File: src/rtl/fifo_uart_tx_drain.sv
// fifo_uart_tx_drain: pops FIFO words and sends each as a start/LSB-first data/stop serial frame
module fifo_uart_tx_drain #(
    parameter int WIDTH        = 8,
    parameter int CLKS_PER_BIT = 16,
    parameter int STOP_BITS    = 1
) (
    input  logic             clk,
    input  logic             rst,
    input  logic             enable,
    input  logic             fifo_empty_n,
    input  logic [WIDTH-1:0] fifo_data,
    output logic             fifo_rd,
    output logic             tx,
    output logic             busy,
    output logic [15:0]      frame_cnt
);
    localparam int BW = $clog2(CLKS_PER_BIT);
    localparam int CW = $clog2(WIDTH + 1);

    generate
        if (CLKS_PER_BIT < 2) begin : g_bad_cpb
            $error("CLKS_PER_BIT must be >= 2");
        end
        if (STOP_BITS != 1 && STOP_BITS != 2) begin : g_bad_stop
            $error("STOP_BITS must be 1 or 2");
        end
    endgenerate

    typedef enum logic [2:0] {IDLE, FETCH, START, DATA, STOP} state_t;

    state_t           state_q, state_d;
    logic [BW-1:0]    baud_q, baud_d;
    logic [CW-1:0]    bit_q, bit_d;
    logic [WIDTH-1:0] shift_q, shift_d;
    logic             tx_q, tx_d;
    logic [15:0]      frame_cnt_q, frame_cnt_d;
    logic             baud_end, data_end, stop_end;

    assign baud_end  = baud_q == BW'(CLKS_PER_BIT - 1);
    assign data_end  = bit_q == CW'(WIDTH - 1);
    assign stop_end  = bit_q == CW'(STOP_BITS - 1);
    assign tx        = tx_q;
    assign frame_cnt = frame_cnt_q;
    assign busy      = (state_q != IDLE) || fifo_rd;

    always_comb begin
        state_d     = state_q;
        baud_d      = baud_q;
        bit_d       = bit_q;
        shift_d     = shift_q;
        frame_cnt_d = frame_cnt_q;
        fifo_rd     = 1'b0;
        case (state_q)
            IDLE: begin
                fifo_rd = enable && fifo_empty_n && !rst;
                state_d = (enable && fifo_empty_n) ? FETCH : IDLE;
            end
            FETCH: begin
                shift_d = fifo_data;
                baud_d  = '0;
                bit_d   = '0;
                state_d = START;
            end
            START: begin
                baud_d  = baud_end ? '0 : baud_q + 1'b1;
                state_d = baud_end ? DATA : START;
            end
            DATA: begin
                baud_d  = baud_end ? '0 : baud_q + 1'b1;
                bit_d   = !baud_end ? bit_q : data_end ? '0 : bit_q + 1'b1;
                shift_d = baud_end ? shift_q >> 1 : shift_q;
                state_d = (baud_end && data_end) ? STOP : DATA;
            end
            STOP: begin
                baud_d      = baud_end ? '0 : baud_q + 1'b1;
                bit_d       = !baud_end ? bit_q : stop_end ? '0 : bit_q + 1'b1;
                state_d     = (baud_end && stop_end) ? IDLE : STOP;
                frame_cnt_d = (baud_end && stop_end) ? frame_cnt_q + 16'd1 : frame_cnt_q;
            end
            default: state_d = IDLE;
        endcase
        // tx follows the next state so the line changes exactly with the state register
        tx_d = (state_d == START) ? 1'b0 : (state_d == DATA) ? shift_d[0] : 1'b1;
    end

    always_ff @(posedge clk) begin
        if (rst) begin
            state_q     <= IDLE;
            baud_q      <= '0;
            bit_q       <= '0;
            shift_q     <= '0;
            tx_q        <= 1'b1;
            frame_cnt_q <= '0;
        end else begin
            state_q     <= state_d;
            baud_q      <= baud_d;
            bit_q       <= bit_d;
            shift_q     <= shift_d;
            tx_q        <= tx_d;
            frame_cnt_q <= frame_cnt_d;
        end
    end
endmodule
File: config.mk
export PLATFORM = sky130hd
export DESIGN_NAME = fifo_uart_tx_drain
export DESIGN_NICKNAME = d
export VERILOG_FILES = /design/src/rtl/fifo_uart_tx_drain.sv
export SDC_FILE = /design/constraint.sdc
export NUM_CORES = 1
export LEC_CHECK = 0
export CORE_MARGIN = 3
export CORE_UTILIZATION = 52
export CTS_CLUSTER_SIZE = 12
export DETAILED_ROUTE_END_ITERATION = 10
export PLACE_DENSITY = 0.78
export SYNTH_ARGS = -nofsm -noshare
export SYNTH_HDL_FRONTEND = slang
export SYNTH_SLANG_ARGS = --single-unit
File: constraint.sdc
create_clock -name clk -period 2.4 [get_ports clk]
set_input_delay 0.36 -clock clk [delete_from_list [all_inputs] [get_ports clk]]
set_output_delay 0.36 -clock clk [all_outputs]
set_load 0.01 [all_outputs]
==> summary.txt <==
fraction of registers with async set/reset -> 0%
initial antenna violation count -> 0
dpl ws -> 0.346 ns
Seq pwr share -> 52.8%
clock sink count -> 36
Max Clk Rate -> 457 MHz
CTS Root Cell -> clkbuf_4
WL met1 -> 2.01 mm
max cap viols -> 0
Pint -> 0.000894 W
met2 routed WL -> 1.87 mm
crit end category -> output pin
Syn Std Cell Area -> 0.00186 mm2
Mean Syn Cell Area -> 8.35 um2
diodes inserted -> 0
fin area -> 0.00231 mm2
PortBufs -> 30
post-route ant nets -> 0
Post-CTS Hold Buffers -> 0
Leak -> 0.800 nW
Routed WL -> 4.10 mm
# IOs -> 31
Seq cells post-synth -> 36
Crit Path Class -> flip-flop to output pin
combinational family with the most area after synthesis -> simple AND/OR/NAND/NOR gates
synth warn -> 0
outcome -> finished, final reports clean
number of synthesized flops with an enable pin -> 0
Period minus WS final -> 2.19 ns
Synth Area in Compound Gates -> 18.7%
Slew Limit Fails -> 0
CP arrival -> 1.83 ns
Nets -> 274
Synth-to-Final Area Change -> 24.1%
storage element area -> 722 um2
Mapped Cells -> 223
setup TNS -> 0 ns
number of global-route vias before repair -> 1566
Worst Max-Slew Pin Slew -> 0.525 ns
CTS buffer count -> 5
Power Density -> 512 mW/mm2
remaining global-route overflow -> 0
Vert. Die Dim -> 65.8 um
switching fraction of total power -> 24.4%
CTS max path bufs -> 2
PnR worst setup slack -> 0.213 ns
Core Footprint -> 0.00339 mm2
Synth Area in Simple Gates -> 30.2%
prevailing post-synth register cell -> dfxtp_1
DR WL met3 -> 166 um
fin crit share -> 91.1%
Fillers -> 289
RSZ-0062 raised after global routing -> false
combinational share of power -> 11.1%
DRT iter0 DRCs -> 127
post-DP HPWL -> 2.89 mm
synth top area cells -> dfxtp_1 (39%), o21ai_0 (4.6%), nor2_1 (4.4%), nor3_1 (4.0%), a21oi_1 (3.5%)
Synth cell types -> 48
DRC -> 0
Rows -> 21
Area after DPL -> 0.00223 mm2
initial core utilization -> 54.9%
worst rel slew slack -> 65.0%
Net Sw Power -> 0.000289 W
largest net degree at the start of global routing -> 42
syn nets -> 239
CP Max Fanout -> 15
Routed WL per cell -> 13.4 um
vias -> 1722
CP Launch Type -> flip-flop
Max H-tree Level -> 2
Setup violations, final -> 0
first-pass GRT wire length -> 6.98 mm
CTS tree -> yes
Fin. Hold Viols -> 0
cell taking the most area after synthesis -> dfxtp_1
Clock Latency Late Sink -> 0.35 ns
Worst Hold Class -> flip-flop to flip-flop
full die area -> 0.00433 mm2
fin util -> 68.2%
footprint of the multi-input gates -> 0.00107 mm2
clock power share -> 36.1%
Setup Skew -> 0.00893 ns
Synth Area in Adders -> 2.69%
Worst VDD drop -> 0.370 mV
sequential fraction of the synthesis area -> 38.7%
top routing layer used -> met4
Die Wd -> 65.8 um
Worst EP required -> 2.04 ns
share of Yosys cell area claimed by the top area cell type -> 38.7%
mux share of post-synthesis cell area -> 4.10%
share of post-route cells with drive strength above 1 -> 12.0%
drt pass-1 iters -> 4
GP Congestion -> 0.827
Via-to-Cell Ratio -> 5.65
Total GRT Usage -> 20.7%
Clock transition at path regs -> 0.11 ns
XOR/XNOR Fraction of Synth Area -> 1.41%
==> stage by stage <==
step                      hold WS, ns  instances  power [W]
after floorplan                 0.446        223   0.000717
after CTS                       0.499        305    0.00119
after global routing            0.513        305    0.00123
final                           0.495        305    0.00118
after global placement          0.460        297   0.000766
after detailed placement        0.482        297   0.000767
==> layout make-up <==
type	count	share of cell area (%)
clock buffers	6	1.79
clock inverters	2	1.52
inverters	9	1.46
multi-input cells	169	46.2
flip-flops and latches	36	31.2
well taps	46	2.49
repair buffers	37	15.3
==> per-layer routing <==
layer	GRT usage (%)	vias to the layer above
met3	5.95	8
met2	32.4	31
met4	8.03	0
li1	-	884
met1	26.8	799
met5	0	-
==> final timing paths <==
kind	start	end	slack, ns	cells past startpoint
hold reg to reg	shift_q[7]	shift_q[7]	0.49	2
hold / removal	shift_q[7]	shift_q[7]	0.49	2
setup reg to reg	bit_q[0]	frame_cnt[10]	0.49	6
setup / recovery	state_q[2]	fifo_rd	0.21	3
==> kinds of logic (layout without fill, tap and decap cells) <==
logic type                 after synthesis  in the layout
muxes                                    7              7
DFF                                     36             36
and+or+nand+nor                        101            101
buffers and inverters                   18             54
AOI/OAI and AO/OA                       54             54
adders and majority gates                4              4
xor gates and xnor gates                 3              3
==> sequential cells by signal, summed over array words and instances (netlist names) <==
signal	flops
bit_q	4
state_q	3
frame_cnt	16
shift_q	8
tx	1
baud_q	4
==> power groups by stage <==
stage | combinational (W) | clock [W] | sequential [W]
detailed placement | 0.000129 | 0 | 0.000638
global route | 0.000144 | 0.000459 | 0.000628
CTS | 0.000130 | 0.000440 | 0.000625
floorplan | 0.0000782 | 0 | 0.000638
finish | 0.000131 | 0.000427 | 0.000625
global placement | 0.000128 | 0 | 0.000638
==> cells in the final DEF, fill, tap and decap left out, types with 2 or more instances in the layout <==
| master | instances |
|---|---|
| dfxtp_1 | 35 |
| clkdlybuf4s50_1 | 30 |
| nor2_1 | 22 |
| o21ai_0 | 17 |
| nand2_1 | 14 |
| nor3_1 | 14 |
| a21oi_1 | 13 |
| nand3_1 | 10 |
| inv_1 | 9 |
| or3_1 | 8 |
| o22ai_1 | 7 |
| buf_4 | 7 |
| nor2b_1 | 6 |
| mux2_2 | 5 |
| clkbuf_4 | 5 |
| and3_1 | 4 |
| nand4_1 | 4 |
| ha_1 | 4 |
| nand2b_1 | 3 |
| o2111ai_1 | 3 |
| a31oi_1 | 2 |
| nor4_1 | 2 |
| nor3b_4 | 2 |
| mux2i_1 | 2 |
| a22oi_1 | 2 |
| and4_1 | 2 |
| xor2_1 | 2 |
==> cell usage after synthesis, drive strengths merged, types with 5 or more instances <==
master	n
nor2	22
nand3	10
nor3	15
nand4	5
a21oi	14
o21ai	17
nand2	14
o22ai	8
dfxtp	36
or3	8
nor2b	6
inv	9
mux2	5
buf	5
==> critical path: stages, from the launching register on <==
cell,delay [ns]
dfxtp_2,0.41
nor3_2,0.27
nor3b_1,0.22
clkdlybuf4s50_1,0.57
==> timing repair <==
action | in CTS | in global routing
gates resized for setup | 0 | 2
setup endpoints to repair | 0 | 1
setup buffers | 0 | 0
(Power assumes the default switching activity.)
